**src/rtl/csa_tree_window_accumulator.sv**
```systemverilog
// Gated-coefficient INPUT:2 carry-save tree with a CPA stage and
// a windowed energy accumulator for the power-emulator datapath.
module csa_tree_window_accumulator #(
    parameter int BITS  = 32,
    parameter int CGES  = 13,
    parameter int INPUT = 7,
    parameter int WIN_W = 16,
    parameter int MAX   = $clog2(CGES) + BITS,
    parameter int ACC_W = MAX + WIN_W
) (
    input  logic                    clk,
    input  logic                    reset_n,
    input  logic                    en,
    input  logic                    in_valid,
    input  logic [CGES-1:1]         cges,
    input  logic                    coef_we,
    input  logic [$clog2(CGES)-1:0] coef_addr,
    input  logic [BITS-1:0]         coef_wdata,
    input  logic [WIN_W-1:0]        win_len,
    input  logic                    win_clr,
    output logic [MAX-1:0]          vs,
    output logic [MAX-1:0]          vc,
    output logic [MAX-1:0]          inst_sum,
    output logic                    inst_valid,
    output logic [ACC_W-1:0]        win_sum,
    output logic                    win_valid
);

    function automatic int rows_at(input int lvl);
        int r;
        r = CGES;
        for (int k = 0; k < lvl; k++) begin
            if (r >= INPUT) r = 2 * (r / INPUT) + r % INPUT;
            else if (r > 2) r = 2;
        end
        return r;
    endfunction

    function automatic int n_stages();
        int n;
        n = 0;
        for (int k = 0; k < CGES; k++)
            if (rows_at(k) > 2) n = k + 1;
        return n;
    endfunction

    // Levels 1..LAT_T are packed back to back in one flat register.
    function automatic int lvl_off(input int lvl);
        int o;
        o = 0;
        for (int k = 1; k < lvl; k++) o = o + rows_at(k);
        return o;
    endfunction

    localparam int LAT_T   = n_stages();
    localparam int TOT     = lvl_off(LAT_T + 1);
    localparam int OUT_OFF = lvl_off(LAT_T);
    localparam logic [WIN_W-1:0] ONE = WIN_W'(1);

    typedef enum logic {S_IDLE = 1'b0, S_ACC = 1'b1} state_t;

    logic [BITS-1:0]     r_coef [CGES];
    logic [CGES*MAX-1:0] r_term;
    logic                r_in_vld;
    logic [TOT*MAX-1:0]  r_tree;
    logic [LAT_T-1:0]    r_vld;
    logic [MAX-1:0]      r_inst_sum;
    logic                r_inst_valid;
    logic [CGES*MAX-1:0] w_term;
    wire  [TOT*MAX-1:0]  w_tree;

    always_ff @(posedge clk) begin
        if (!reset_n) begin
            for (int i = 0; i < CGES; i++) r_coef[i] <= '0;
        end else if (coef_we && 32'(coef_addr) < CGES) begin
            r_coef[coef_addr] <= coef_wdata;
        end
    end

    always_comb begin
        w_term = '0;
        w_term[0 +: MAX] = {{(MAX-BITS){r_coef[0][BITS-1]}}, r_coef[0]};
        for (int i = 1; i < CGES; i++)
            if (cges[i])
                w_term[i*MAX +: MAX] =
                    {{(MAX-BITS){r_coef[i][BITS-1]}}, r_coef[i]};
    end

    for (genvar s = 0; s < LAT_T; s++) begin : g_stage
        localparam int RI = rows_at(s);
        localparam int NG = (RI >= INPUT) ? RI / INPUT : 1;
        localparam int GS = (RI >= INPUT) ? INPUT : RI;
        localparam int NL = RI - NG * GS;
        localparam int OO = lvl_off(s + 1);

        logic [RI*MAX-1:0] w_in;

        if (s == 0) begin : g_src_term
            assign w_in = r_term;
        end else begin : g_src_tree
            assign w_in = r_tree[lvl_off(s)*MAX +: RI*MAX];
        end

        for (genvar g = 0; g < NG; g++) begin : g_grp
            logic [GS*MAX-1:0] w_grp;
            logic [MAX-1:0]    w_s, w_c, w_t, w_r;

            assign w_grp = w_in[g*GS*MAX +: GS*MAX];

            // Chain of 3:2 counters folding GS rows into a sum/carry pair.
            always_comb begin
                w_s = w_grp[0 +: MAX];
                w_c = w_grp[MAX +: MAX];
                w_t = '0;
                w_r = '0;
                for (int k = 2; k < GS; k++) begin
                    w_r = w_grp[k*MAX +: MAX];
                    w_t = w_s ^ w_c ^ w_r;
                    w_c = ((w_s & w_c) | (w_s & w_r) | (w_c & w_r)) << 1;
                    w_s = w_t;
                end
            end

            assign w_tree[(OO+2*g)*MAX +: 2*MAX] = {w_c, w_s};
        end

        if (NL > 0) begin : g_pass
            assign w_tree[(OO+2*NG)*MAX +: NL*MAX] =
                w_in[NG*GS*MAX +: NL*MAX];
        end
    end

    assign vs = r_tree[OUT_OFF*MAX +: MAX];
    assign vc = r_tree[(OUT_OFF+1)*MAX +: MAX];

    always_ff @(posedge clk) begin
        if (!reset_n) begin
            r_term       <= '0;
            r_in_vld     <= 1'b0;
            r_tree       <= '0;
            r_vld        <= '0;
            r_inst_sum   <= '0;
            r_inst_valid <= 1'b0;
        end else if (en) begin
            r_term       <= w_term;
            r_in_vld     <= in_valid;
            r_tree       <= w_tree;
            r_vld        <= LAT_T'({r_vld, r_in_vld});
            r_inst_sum   <= vs + vc;
            r_inst_valid <= r_vld[LAT_T-1];
        end
    end

    assign inst_sum   = r_inst_sum;
    assign inst_valid = r_inst_valid;

    state_t           r_state, w_state_nxt;
    logic [ACC_W-1:0] r_acc, w_acc_nxt, w_acc_base, w_smp;
    logic [WIN_W-1:0] r_cnt, w_cnt_nxt, w_cnt_base;
    logic [WIN_W-1:0] r_len, w_len_nxt, w_len_in;
    logic [ACC_W-1:0] r_win_sum, w_win_sum_nxt;
    logic             r_win_valid, w_win_valid_nxt;
    logic             w_take, w_fresh, w_last;

    // A clear that meets a sample restarts the window with that sample.
    assign w_take     = r_inst_valid & en;
    assign w_fresh    = win_clr | (r_state == S_IDLE);
    assign w_len_in   = (win_len == '0) ? ONE : win_len;
    assign w_smp      = {{(ACC_W-MAX){r_inst_sum[MAX-1]}}, r_inst_sum};
    assign w_acc_base = w_fresh ? '0 : r_acc;
    assign w_cnt_base = w_fresh ? '0 : r_cnt;
    assign w_last     = w_fresh ? (w_len_in == ONE)
                                : (r_cnt + ONE == r_len);

    always_ff @(posedge clk) begin
        if (!reset_n) r_state <= S_IDLE;
        else          r_state <= w_state_nxt;
    end

    always_comb begin
        w_state_nxt = r_state;
        if (w_take)       w_state_nxt = w_last ? S_IDLE : S_ACC;
        else if (win_clr) w_state_nxt = S_IDLE;
    end

    always_comb begin
        w_acc_nxt       = r_acc;
        w_cnt_nxt       = r_cnt;
        w_len_nxt       = r_len;
        w_win_sum_nxt   = r_win_sum;
        w_win_valid_nxt = 1'b0;
        if (win_clr) begin
            w_acc_nxt = '0;
            w_cnt_nxt = '0;
        end
        if (w_take) begin
            if (w_fresh) w_len_nxt = w_len_in;
            if (w_last) begin
                w_win_sum_nxt   = w_acc_base + w_smp;
                w_win_valid_nxt = 1'b1;
                w_acc_nxt       = '0;
                w_cnt_nxt       = '0;
            end else begin
                w_acc_nxt = w_acc_base + w_smp;
                w_cnt_nxt = w_cnt_base + ONE;
            end
        end
    end

    always_ff @(posedge clk) begin
        if (!reset_n) begin
            r_acc       <= '0;
            r_cnt       <= '0;
            r_len       <= '0;
            r_win_sum   <= '0;
            r_win_valid <= 1'b0;
        end else begin
            r_acc       <= w_acc_nxt;
            r_cnt       <= w_cnt_nxt;
            r_len       <= w_len_nxt;
            r_win_sum   <= w_win_sum_nxt;
            r_win_valid <= w_win_valid_nxt;
        end
    end

    assign win_sum   = r_win_sum;
    assign win_valid = r_win_valid;

endmodule
```
**config.mk**
```make
export PLATFORM = sky130hd
export DESIGN_NAME = csa_tree_window_accumulator
export DESIGN_NICKNAME = d
export VERILOG_FILES = /design/src/rtl/csa_tree_window_accumulator.sv
export SDC_FILE = /design/constraint.sdc
export NUM_CORES = 2
export LEC_CHECK = 0
export ABC_AREA = 0
export CAP_MARGIN = 20
export CELL_PAD_IN_SITES_DETAIL_PLACEMENT = 0
export CELL_PAD_IN_SITES_GLOBAL_PLACEMENT = 1
export CORE_MARGIN = 2
export CORE_UTILIZATION = 30
export DETAILED_ROUTE_END_ITERATION = 8
export HOLD_SLACK_MARGIN = 0.03
export PLACE_DENSITY_LB_ADDON = 0.1
export REMOVE_ABC_BUFFERS = 1
export SETUP_SLACK_MARGIN = 0.3
export SYNTH_ARGS = -nofsm -noshare
export SYNTH_HDL_FRONTEND = slang
export SYNTH_SLANG_ARGS = --single-unit
```
**constraint.sdc**
```tcl
create_clock -name clk -period 12.6 [get_ports clk]
set_clock_uncertainty 0.2 [all_clocks]
set_input_delay 2.52 -clock clk [delete_from_list [all_inputs] [get_ports clk]]
set_output_delay 2.52 -clock clk [all_outputs]
set_load 0.01 [all_outputs]
```
# Yosys cells after proc, flatten, opt, wreduce, memory -nomap -nowiden
# Memory sizes are Yosys's and may differ from the RTL's.
# Cells that the tools add are included.
# totals
latchBits	0
ramBits	416
regBits	1112
output_inout_bits	162
wordCells	140
n_memories	1
romBits	0
# memory_table
name	depth	width	rd	rd_ports_with_merged_regs	write_ports	line_no	text
r_coef	13	32	13	0	13	62	logic [BITS-1:0] r_coef [CGES];
# classes
reduce_logical	7
n_lt_le_gt_ge	1
n_addsub	4
bitwise	80
div_mod_pow	0
mux	33
eq_ne	2
shifts	0
mul	0
# ops
cell	count
bitwise AND 35 bit	33
bitwise XOR 36 bit	22
OR 35 bit	22
2-to-1 mux 36 bit	12
2-to-1 mux 52 bit	4
2-to-1 mux 16 bit	5
adder 52 bit	1
adder 36 bit	1
adder 16 x 1 -> 16 bit, second input constant	2
2-to-1 mux 32 bit	1
OR reduction 32 bit	1
equality test 16 x 1 -> 1 bit, second input constant	1
equality test 16 bit	1
zero test 16 bit	1
2-to-1 mux 1 bit	10
AND reduction 2 bit	3
less-than comparator 4 bit, second input constant	1
2-to-1 mux 4 bit	1
nonzero test 2 bit	1
bitwise AND 1 bit	1
logical AND 1 bit	1
inverter 1 bit	1
OR 1 bit	1

# Logic depth before layout (Yosys ltp)
# depth
ltp_word	15
ltp_mapped	17
depth_no_buf	15

# Least setup slack after synthesis
# Ideal clock, no wire load.
# synth_path
path_type	input to register
from	input win_clr
to	register r_acc[46]
stages	17
required_ps	12283
setup_ps	117
arrival_time_ps	6043
slack_ps	6240
cell_sequence	nor2b_1 clkbuf_1 clkbuf_1 and2_1 ha_1 inv_1 fa_1 nand2b_1 a22oi_1 a32oi_1 o31ai_1 o211ai_1 a2111oi_2 or3_1 a21oi_1 xnor2_1 a22o_1
# synth_between
elab_chain_len	5
word_cells_on_any_way	7
cone_classes	add/sub (1); mux (4); bitwise (1); reduce/logical (1)
# synth_lines
element	line_no	text
from (decl)	20	input logic win_clr,
OR 1 bit	167	assign w_fresh = win_clr | (r_state == S_IDLE);
2-to-1 mux 52 bit	170	assign w_acc_base = w_fresh ? '0 : r_acc;
adder 52 bit	204	w_acc_nxt = w_acc_base + w_smp;
2-to-1 mux 52 bit	198	if (w_last) begin
2-to-1 mux 52 bit	196	if (w_take) begin
to (signal assigned)	218	r_acc <= w_acc_nxt;
to (decl)	158	logic [ACC_W-1:0] r_acc, w_acc_nxt, w_acc_base, w_smp;
# Several ways; a longest one is shown, not always the timed one.
# A chain may end at the register's enable or synchronous reset.

# Worst setup path after layout
# Ends and elaborated chain as after synthesis.

==> summary.md <==
The worst setup path is launched from an input port. Hold path startpoint: r_acc[51]. Dividing the detail-routed wire length by the instance count gives 20.0 um. The run finished with clean final reports. The run gives 0 as the setup violation total in the final timing report. The slowest stage of the critical path belongs to the cell sky130_fd_sc_hd__o31ai_1. The worst register-to-register path begins at r_state.

The final critical-path share of the clock period works out to 57.0%. The share of layout cells above drive strength 1 is 6.20%. In the routed design, unresolved DRC markers number 0. The run gives 183 as the largest net degree at the start of global routing. From left edge to right edge, the die measures 468 um. The final max-slew violation count came out at 0. In this run the power density over the cells is 147 nW/um2. For the detailed-router iteration count before antenna repair, the log shows 5.

Synthesis handed over a netlist of 5761 instances. After synthesis, flip-flops and latches occupy 51.4% of the total area. After detailed placement, the total cell area comes to 68900 um2. The final period demand of the worst path works out to 7.18 ns.

The logs give 4 for the CTS H-tree depth and 30.1 nW for the leakage power figure. Summed over its instances, the top area cell type makes up 32.0% of the synthesized netlist area. The flop-to-flop setup slack is 7.40 ns, and the depth of the worst register-to-register path is 16. In the synthesized netlist the async set-or-reset flop fraction comes to 0%. For this run, the slowest stage of the critical path takes 0.67 ns. Before CTS, the worst setup slack after placement is 4.56 ns. For the worst setup path, the data required time is 13.07 ns. The core footprint is 214000 um2, and the initial core utilization is 30.1%. The run gives 0 as the count of synthesis-stage warnings from yosys. The completed layout was analyzed and its total power is 11.0 mW.

The number of enable flip-flop cells after synthesis came out at 416. The overall die height came out at 468 um. The logs give 0.837 for the routability congestion estimate and 172 for the total clock buffers created by CTS. The synthesized area per cell came out at 11.2 um2. Global routing used 15.9% of the available tracks.

Cells fill 34.8% of the core in the end. For hold timing, the worst endpoint is r_acc[51]. After synthesis, the cell types taking the most area are sky130_fd_sc_hd__dfxtp_1 (32%), sky130_fd_sc_hd__edfxtp_1 (19%), sky130_fd_sc_hd__fa_1 (12%), sky130_fd_sc_hd__mux2i_1 (7.3%), sky130_fd_sc_hd__nor2_1 (5.8%).

Leaving out fill and tap cells, the most frequent cell in the layout is sky130_fd_sc_hd__dfxtp_1. The run gives 8417 as the cell count after placement. The logs give 28.4% for the max-slew headroom at the worst pin and 170 for the number of rows created at floorplan.

The logs give 0 ns for the total negative setup slack and 1448 for the sink count of the clock tree. Relative area change from synthesis to final layout: 15.4%. Gates resized during post-CTS repair numbered 0. The net count of the finished layout is 6291. The run gives 269 mm as the global-route wire length before repair. The run gives 219000 um2 as the die footprint. In this run the remaining antenna-violating nets after routing total 0.

In the routed layout, each cell is associated on average with a via count of 4.67. In this run, distinct cell masters in the synthesized netlist total 78. The worst register-to-register path ends at r_acc[46]. Setup slack on the critical path of the routed design comes to 5.42 ns. For this design, the CTS-stage hold fixing added 0 buffers.

Leaving out fill and tap cells, the most frequent cells in the layout are sky130_fd_sc_hd__dfxtp_1 (1032), sky130_fd_sc_hd__nor2_1 (1001), sky130_fd_sc_hd__mux2i_1 (472), sky130_fd_sc_hd__a22oi_1 (431), sky130_fd_sc_hd__and2_1 (421). Summing all non-filler instances in the final layout gives an area of 74500 um2. Final-report hold violation count: 0. The biggest area contributor in the post-synthesis netlist is sky130_fd_sc_hd__dfxtp_1.

No sink is reached through more buffers than the 3 on the longest clock path. Counting both buffers and inverters, the worst setup path holds a total of 3. The worst-case IR drop observed on VDD is 148 uV. Clock-pin slew was measured on the worst setup and hold paths at 0.05 ns. Max-cap violations in this run came to 0. The biggest fanout along the worst timing path came out at 68.

For the clock insertion delay at the later pin of the skew report, the log shows 0.80 ns. Detailed placement finished with a half-perimeter wire length of 119 mm. The worst hold path was traced through 2 stages. For the number of antenna violations at the first check in global routing, the log shows 3.

The critical path is of the in2reg type. TritonCTS built the clock tree. The prevailing post-synth register cell was sky130_fd_sc_hd__dfxtp_1. The mapped netlist covers 64500 um2. Global-route congestion overflow total: 0. In this run the clock root is driven by a sky130_fd_sc_hd__clkbuf_16. The worst hold slack is 0.247 ns, and the violation count after the first detailed-routing iteration is 2452. Post-route non-filler standard cell count: 8737.

The kind of cell with the highest combined delay along the critical path is compound AO/OA/AOI/OAI gates. The tools report the endpoint class of the critical path as a flop. For the worst setup path, the data arrival time is 7.66 ns. For the count of boundary I/O pins, the log shows 232. The critical path goes through clkdlybuf4s50_1 > nor2b_4 > buf_4 > and2_1 > ha_1 > inv_1 > fa_1 > nand2b_1 > a22oi_1 > a32oi_1 > o31ai_1 > o211ai_1 > a2111oi_2 > or3_1 > a21oi_1 > xnor2_1 > a22o_1. The class of the tightest hold or removal check was reg2reg.

For this block, the routed nets add up to 175 mm of wire. The post-CTS setup buffer count was 0; the slew of the pin with the lowest slew margin was 1.07 ns. The via count of the first global-routing pass came out at 41400. Setup repair after global routing left no endpoint under its margin. The count of input and output buffers works out to 230.

For this run, the top clock speed supported by timing is 139 MHz. The total via count in the routed design was 40800; the register bit count reported by yosys was 1448.
## layer usage
metal	part of all wire, %	track usage (%)	up-vias	routed length, um
met5	0	0	-	0
met2	44	24.5	625	77100
met1	50	22.9	20100	87600
met4	2.0	4.17	0	3510
li1	-	-	19800	-
met3	3.7	2.58	208	6510
## synthesized netlist by cell type (all sizes together), types with 76 or more instances
cell type / count
fa: 371
a21oi: 146
inv: 76
buf: 146
mux2i: 472
nor2: 1006
clkbuf: 334
o21ai: 81
a22oi: 431
and3: 82
nand2: 179
edfxtp: 416
and2: 425
dfxtp: 1032
ha: 97
## flip-flops by register name, summed over array words and instances (netlist names), 3 cells and up
| signal | count |
|---|---|
| r_acc | 52 |
| r_cnt | 16 |
| win_sum | 52 |
| r_tree | 437 |
| inst_sum | 36 |
| g_stage.w_in | 416 |
| r_coef | 416 |
| r_vld | 3 |
| r_len | 16 |
## area by class of cell
class / count / area [um2]
well taps: 2838 / 3550
repair buffers: 298 / 2880
clock inverters: 29 / 244
flip-flops and latches: 1448 / 33200
inverters: 76 / 300
clock buffers: 283 / 5260
diodes: 8 / 20.0
multi-input cells: 3757 / 29100
fillers: 21100 / 140000
## worst max path at each step
| stage | slack, ns | cells after the start | start | to |
|---|---|---|---|---|
| 2_1_floorplan | -0.91 | 4 | reset_n | r_acc[50] |
| 3_3_place_gp | 4.56 | 17 | win_clr | r_acc[46] |
| 3_5_place_dp | 4.56 | 17 | win_clr | r_acc[46] |
| 4_1_cts | 5.41 | 17 | win_clr | r_acc[46] |
| 5_1_grt | 5.14 | 17 | win_clr | win_sum[46] |
| 6_report | 5.42 | 17 | win_clr | r_acc[46] |
## report_power, final
part	total [mW]	switching [mW]	internal, mW
clock network	4.86	1.99	2.87
logic	0.984	0.582	0.401
registers	5.11	0.122	4.99
total	11.0	2.69	8.26
## worst min-delay path, cell delays in order, from the launching register on
cell	delay, ns
sky130_fd_sc_hd__dfxtp_1	0.31
sky130_fd_sc_hd__nand2_1	0.05
sky130_fd_sc_hd__o21ai_1	0.05
## kinds of logic (layout without fill, tap and decap cells)
family / Yosys count / count (layout) / synth area share [%]
compound gates: 849 / 849 / 9.18
xor+xnor: 111 / 111 / 1.52
fa+ha+maj: 468 / 468 / 13.4
buf+inv: 556 / 686 / 3.76
flops: 1448 / 1448 / 51.4
mux: 472 / 472 / 7.32
other cells: 1 / 9 / 0.00581
simple gates: 1856 / 1856 / 13.4
(Power assumes the default switching activity.)
